--- src/rtl/utils_pkg.sv ---
// Shared core types: LSU op/width encodings plus write-back stage state and hold-buffer payload.
package utils_pkg;

   localparam int unsigned XLEN  = 32;
   localparam int unsigned REG_W = 5;

   typedef enum logic [1:0] {
      NO_LSU,
      LSU_LOAD,
      LSU_STORE
   } lsu_op_typ_t;

   typedef enum logic [2:0] {
      LSU_B,
      LSU_H,
      LSU_W,
      LSU_BU,
      LSU_HU
   } lsu_w_t;

   typedef enum logic [1:0] {
      PASS,
      HOLD,
      DRAIN
   } wb_state_t;

   typedef struct packed {
      logic             vld;
      logic [REG_W-1:0] rd;
      logic [XLEN-1:0]  data;
   } s_wb_hold_t;

endpackage

--- src/rtl/wb_stg_load_align.sv ---
// Load data alignment: shift the word-aligned bus data down to the access offset,
// sign/zero-extend by width, and flag accesses not aligned to their natural size.
module load_align
   import utils_pkg::*;
(
   input  lsu_w_t          width_i,
   input  logic [1:0]      addr_lo_i,
   input  logic [XLEN-1:0] data_i,
   output logic [XLEN-1:0] data_o,
   output logic            misalign_o
);

   logic [XLEN-1:0] shifted;

   always_comb begin
      shifted    = data_i >> {addr_lo_i, 3'b000};
      data_o     = shifted;
      misalign_o = 1'b0;
      case (width_i)
         LSU_B:  data_o = {{24{shifted[7]}}, shifted[7:0]};
         LSU_BU: data_o = {24'b0, shifted[7:0]};
         LSU_H: begin
            data_o     = {{16{shifted[15]}}, shifted[15:0]};
            misalign_o = addr_lo_i[0];
         end
         LSU_HU: begin
            data_o     = {16'b0, shifted[15:0]};
            misalign_o = addr_lo_i[0];
         end
         LSU_W:   misalign_o = (addr_lo_i != 2'b00);
         default: data_o = shifted;
      endcase
   end

endmodule

--- src/rtl/wb_stg.sv ---
// Write-back stage: arbitrates held ALU result, aligned load data and new ALU result onto the
// single register-file write port. Optional NOX_WB_FWD_EN adds a combinational bypass of the winner.
module wb_stg
   import utils_pkg::*;
#(
   parameter int unsigned SUPPORT_DEBUG = 1
)(
   input  logic              clk,
   input  logic              rst,
   input  logic              exe_valid_i,
   input  logic [REG_W-1:0]  exe_rd_i,
   input  logic [XLEN-1:0]   exe_result_i,
   input  lsu_op_typ_t       lsu_op_i,
   input  lsu_w_t            lsu_width_i,
   input  logic [1:0]        lsu_addr_lo_i,
   input  logic [REG_W-1:0]  lsu_rd_i,
   input  logic [XLEN-1:0]   lsu_data_i,
   input  logic              lsu_data_valid_i,
   output logic              wb_bp_o,
   output logic              rf_we_o,
   output logic [REG_W-1:0]  rf_addr_o,
   output logic [XLEN-1:0]   rf_data_o,
   output logic              misalign_o,
   output logic [1:0]        misalign_addr_lo_o,
`ifdef NOX_WB_FWD_EN
   output logic              fwd_vld_o,
   output logic [REG_W-1:0]  fwd_rd_o,
   output logic [XLEN-1:0]   fwd_data_o,
`endif
   output logic [XLEN-1:0]   dbg_last_wb_o
);

   wb_state_t        st_q, st_d;
   s_wb_hold_t       hold_q, hold_d;
   s_wb_hold_t       ld_q, ld_d;
   s_wb_hold_t       win, ld_now, alu_now;
   logic [XLEN-1:0]  al_data;
   logic             al_mis;
   logic             ld_cap, ld_wr, ld_mis, exe_ok;
   logic             rf_we_d;
   logic             rf_we_q;
   logic [REG_W-1:0] rf_addr_q;
   logic [XLEN-1:0]  rf_data_q;
   logic             misalign_q;
   logic [1:0]       misalign_lo_q;

   load_align u_load_align (
      .width_i    (lsu_width_i),
      .addr_lo_i  (lsu_addr_lo_i),
      .data_i     (lsu_data_i),
      .data_o     (al_data),
      .misalign_o (al_mis)
   );

   // A misaligned load never competes for the write port; it only raises the trap.
   assign ld_cap  = (lsu_op_i == LSU_LOAD) && lsu_data_valid_i;
   assign ld_wr   = ld_cap && !al_mis;
   assign ld_mis  = ld_cap && al_mis;
   assign exe_ok  = exe_valid_i && (exe_rd_i != '0) && (st_q == PASS);
   assign ld_now  = '{vld: ld_wr, rd: lsu_rd_i, data: al_data};
   assign alu_now = '{vld: exe_ok, rd: exe_rd_i, data: exe_result_i};
   assign wb_bp_o = (st_q != PASS);

   // Arbitration and next state: buffered entry first, then load, then ALU.
   always_comb begin
      st_d   = st_q;
      hold_d = '0;
      ld_d   = '0;
      win    = '0;
      case (st_q)
         PASS: begin
            if (ld_wr) begin
               win = ld_now;
               if (exe_ok) begin
                  hold_d = alu_now;
                  st_d   = HOLD;
               end
            end else begin
               win = alu_now;
            end
         end
         HOLD: begin
            win = hold_q;
            if (ld_wr) begin
               ld_d = ld_now;
               st_d = DRAIN;
            end else begin
               st_d = PASS;
            end
         end
         DRAIN: begin
            win = ld_q;
            if (ld_wr) begin
               ld_d = ld_now;
            end else begin
               st_d = PASS;
            end
         end
         default: st_d = PASS;
      endcase
   end

   assign rf_we_d = win.vld && (win.rd != '0);

   always_ff @(posedge clk) begin
      if (!rst) begin
         st_q          <= PASS;
         hold_q        <= '0;
         ld_q          <= '0;
         rf_we_q       <= 1'b0;
         rf_addr_q     <= '0;
         rf_data_q     <= '0;
         misalign_q    <= 1'b0;
         misalign_lo_q <= '0;
      end else begin
         st_q       <= st_d;
         hold_q     <= hold_d;
         ld_q       <= ld_d;
         rf_we_q    <= rf_we_d;
         misalign_q <= ld_mis;
         if (rf_we_d) begin
            rf_addr_q <= win.rd;
            rf_data_q <= win.data;
         end
         if (ld_mis) begin
            misalign_lo_q <= lsu_addr_lo_i;
         end
      end
   end

   assign rf_we_o            = rf_we_q;
   assign rf_addr_o          = rf_addr_q;
   assign rf_data_o          = rf_data_q;
   assign misalign_o         = misalign_q;
   assign misalign_addr_lo_o = misalign_lo_q;

`ifdef NOX_WB_FWD_EN
   assign fwd_vld_o  = rf_we_d;
   assign fwd_rd_o   = win.rd;
   assign fwd_data_o = win.data;
`endif

   generate
      if (SUPPORT_DEBUG != 0) begin : g_dbg
         logic [XLEN-1:0] dbg_q;
         always_ff @(posedge clk) begin
            if (!rst) begin
               dbg_q <= '0;
            end else if (rf_we_d) begin
               dbg_q <= win.data;
            end
         end
         assign dbg_last_wb_o = dbg_q;
      end else begin : g_no_dbg
         assign dbg_last_wb_o = '0;
      end
   endgenerate

endmodule
--- config.mk ---
export PLATFORM = sky130hd
export DESIGN_NAME = wb_stg
export DESIGN_NICKNAME = d
export VERILOG_FILES = /design/src/rtl/utils_pkg.sv /design/src/rtl/wb_stg_load_align.sv /design/src/rtl/wb_stg.sv
export SDC_FILE = /design/constraint.sdc
export NUM_CORES = 1
export LEC_CHECK = 0
export BUFFER_PORTS_ARGS = -buffer_cell sky130_fd_sc_hd__buf_2
export CORE_MARGIN = 10
export CORE_UTILIZATION = 50
export DETAILED_ROUTE_END_ITERATION = 12
export GPL_TIMING_DRIVEN = 0
export PLACE_DENSITY = 0.77
export SLEW_MARGIN = 15
export SYNTH_ARGS = -nofsm -noshare
export SYNTH_HDL_FRONTEND = slang
export SYNTH_SLANG_ARGS = --single-unit
export TNS_END_PERCENT = 10
--- constraint.sdc ---
create_clock -name clk -period 5.5 [get_ports clk]
set_clock_uncertainty 0.05 [all_clocks]
set_input_delay 0.55 -clock clk [delete_from_list [all_inputs] [get_ports clk]]
set_output_delay 0.55 -clock clk [all_outputs]
set_load 0.02 [all_outputs]
==> reports/metrics.csv <==
stage,metric,value,unit
cells_and_area,antenna cells,0,
detailed_routing,Avg WL per Cell,20.0,um
sta,fmax,305,MHz
sta,Final Hold Fails,0,
global_route,Total GRT Usage,23.2,%
pwr,Seq pwr share,36.9,%
sta,unrepaired setup endpoints after global routing,false,
floorplan,site row count,39,
cells_and_area,most frequent cells in the layout,"buf_2 (164), dfxtp_1 (119), nand2_1 (74)",
sta,Final Cycle Share,59.6,%
sta,post-route setup TNS,0,ns
clock_network,CTS tree,yes,
clock_network,clock root buffer,clkbuf_16,
floorplan,I/O pins,159,
cells_and_area,Final nets,907,
global_route,initial antenna violation count,0,
placement,Final HPWL DP,14.7,mm
cells_and_area,P&R area growth vs syn,27.1,%
critical_path,Worst setup EP type,flop,
detailed_routing,final wirelength,19.4,mm
floorplan,die area,16300,sq um
pwr,power per cell area,335,nW/um^2
floorplan,Die H,128,um
logic_synthesis,number of flops mapped to enable cells by yosys,0,
logic_synthesis,"Seq/Total Area, Yosys",41.2,%
cells_and_area,layout cells sized above 1,34.1,%
logic_synthesis,post-synthesis cell type count,54,
global_route,vias in the first global route,5787,
floorplan,Die Width,128,um
critical_path,worst reg2reg endpoint,dbg_last_wb_o[23]$_SDFFE_PN0P_,
critical_path,Crit path max-delay family,compound AO/OA/AOI/OAI gates,
min_path,Hold Path Stages,2,
logic_synthesis,Synth Flop Type,dfxtp_1,
pwr,total power,2460,uW
critical_path,R2R Setup Slk,2.22,ns
sta,final setup vio count,0,
detailed_routing,Antenna Nets Post-Route,0,
pwr,Int Pwr,1780,uW
cells_and_area,"commonest non-fill, non-tap cell in the layout",buf_2,
logic_synthesis,Avg Inst Size Synth,8.99,sq um
critical_path,Setup CP Type,reg2reg,
clock_network,Clock Latency Late Sink,0.41,ns
pwr,worst vdd ir,0.188,mV
critical_path,"Max stage delay cell, worst path",clkbuf_1,
critical_path,WP data required,5.74,ns
critical_path,CP Cell Sequence,"inv_1, ha_1, clkbuf_1, a22oi_1, and2_1, a311o_1, a21oi_2, buf_2, o22ai_2",
global_route,largest net degree at the start of global routing,17,
critical_path,cells on worst reg2reg path,9,
clock_network,Sink Count,119,
detailed_routing,First DRT Iteration DRCs,439,
global_route,first-pass GRT wire length,30.4,mm
pwr,Switching Share,27.6,%
detailed_routing,DR vias/cell,5.82,
min_path,sink of the worst hold path,hold_q[5]$_SDFF_PN0_,
critical_path,Critical Path Max Stage Delay,0.53,ns
sta,Slew @ Worst Pin,0.721,ns
clock_network,TritonCTS Buffers,17,
clock_network,cts repair resizes,0,
floorplan,Core Region,11400,sq um
pwr,Leak,0.00331,uW
clock_network,Longest Clk Path Bufs,2,
pwr,Logic pwr share,16.9,%
placement,input/output buffers,156,
critical_path,CP max FO,10,
detailed_routing,First-pass DRT Iterations,5,
logic_synthesis,Cells after Synth,643,
logic_synthesis,synth warn,0,
clock_network,CTS H-tree depth,4,
floorplan,Initial Util,50.8,%
placement,GPL Wtd Cong,0.930,
pwr,clock network power share,46.2,%
logic_synthesis,Post-Syn Area,5780,sq um
critical_path,startpoint class of the critical path,flop,
logic_synthesis,ys async rst share,0,%
clock_network,clock transition at the registers of the reported paths,0.06,ns
status,status,finished clean,
global_route,global route overflow,0,
min_path,hold path start,exe_result_i[5],
sta,Tmin final,3.28,ns
min_path,Min-Delay Path Class,in2reg,
logic_synthesis,#FFs+latches synth,119,
sta,Slew headroom,51.4,%
clock_network,CTS Hold Bufs,0,
critical_path,worst path bufs/invs,3,
sta,count of final max-slew check failures,0,
critical_path,crit path DAT,3.52,ns
pwr,NetSw,679,uW
logic_synthesis,Synth Net Count,732,
run,max-cap viol count,0,
detailed_routing,vias,5661,
detailed_routing,DRC errors left,0,
clock_network,Post-CTS Setup Bufs,0,
critical_path,RR Startpoint,st_q[0]$_SDFFE_PN0P_,
==> synth_stat cells, types with 11 or more instances <==
library cell | n | area (sq um)
a22o_1 | 26 | 228
o21ai_0 | 27 | 135
nor2_1 | 61 | 229
clkbuf_1 | 36 | 135
a31oi_1 | 11 | 68.8
a21oi_1 | 30 | 150
buf_4 | 32 | 240
mux2i_1 | 21 | 210
dfxtp_1 | 119 | 2380
o22ai_2 | 30 | 375
and2_1 | 43 | 269
nand2_1 | 74 | 278
==> metrics by stage <==
step / util (%) / instances / cell area [sq um] / worst slack, ns / hold slack (ns)
2_1_floorplan: - / 643 / 5780 / 2.96 / 0.438
3_3_place_gp: 59.3 / 942 / 6740 / 2.36 / 0.429
3_5_place_dp: 59.3 / 942 / 6740 / 2.30 / 0.433
4_1_cts: 64.6 / 973 / 7350 / 2.30 / 0.294
5_1_grt: 64.6 / 973 / 7350 / 2.06 / 0.298
6_report: 64.6 / 973 / 7350 / 2.22 / 0.297
==> layer usage <==
layer  wire length (um)  share of wire [%]  up-vias  global-route usage [%]
met1               7770                 40     2708                    26.8
met4                574                3.0        0                    9.04
met2               9310                 48      272                    38.8
met5                  0                  0        -                       0
met3               1760                9.1       55                    7.90
li1                   -                  -     2626                       -
==> power groups by stage <==
stage	logic, uW	clock network (uW)	registers (uW)
2_1_floorplan	240	0	955
3_3_place_gp	404	0	925
3_5_place_dp	411	0	927
4_1_cts	413	1140	909
5_1_grt	446	1180	912
6_report	416	1140	909
==> registers in the layout, summed over array words and instances (netlist names) <==
signal and count:
misalign_o 1, st_q 2, rf_we_o 1, ld_q 38, hold_q 38, misalign_addr_lo_o 2
dbg_last_wb_o 32, rf_addr_o 5
==> final cells by class <==
type / instances / area, sq um
Buffer: 83 / 483
Multi-Input combinational cell: 431 / 2880
Fill cell: 948 / 4020
Clock buffer: 19 / 453
Sequential cell: 119 / 2380
Inverter: 10 / 37.5
Timing Repair Buffer: 156 / 781
Clock inverter: 12 / 153
Tap cell: 143 / 179
==> how the worst max path moves through the flow <==
| stage | startpoint | end | slack, ns | cells past startpoint |
|---|---|---|---|---|
| floorplan | lsu_width_i[0] | dbg_last_wb_o[15]$_SDFFE_PN0P_ | 2.96 | 9 |
| global placement | lsu_addr_lo_i[1] | dbg_last_wb_o[22]$_SDFFE_PN0P_ | 2.36 | 9 |
| detailed placement | lsu_addr_lo_i[1] | dbg_last_wb_o[23]$_SDFFE_PN0P_ | 2.30 | 9 |
| CTS | st_q[0]$_SDFFE_PN0P_ | dbg_last_wb_o[23]$_SDFFE_PN0P_ | 2.30 | 9 |
| global route | st_q[0]$_SDFFE_PN0P_ | dbg_last_wb_o[9]$_SDFFE_PN0P_ | 2.06 | 9 |
| finish | st_q[0]$_SDFFE_PN0P_ | dbg_last_wb_o[23]$_SDFFE_PN0P_ | 2.22 | 9 |
==> cell families after synthesis <==
logic type / after synthesis / synth area share, %
buffers and inverters: 93 / 9.00
DFF: 119 / 41.2
adders and majority gates: 4 / 0.866
muxes: 29 / 5.19
xor gates and xnor gates: 1 / 0.281
AOI/OAI and AO/OA: 179 / 25.2
and+or+nand+nor: 218 / 18.2
(Power assumes the default switching activity.)
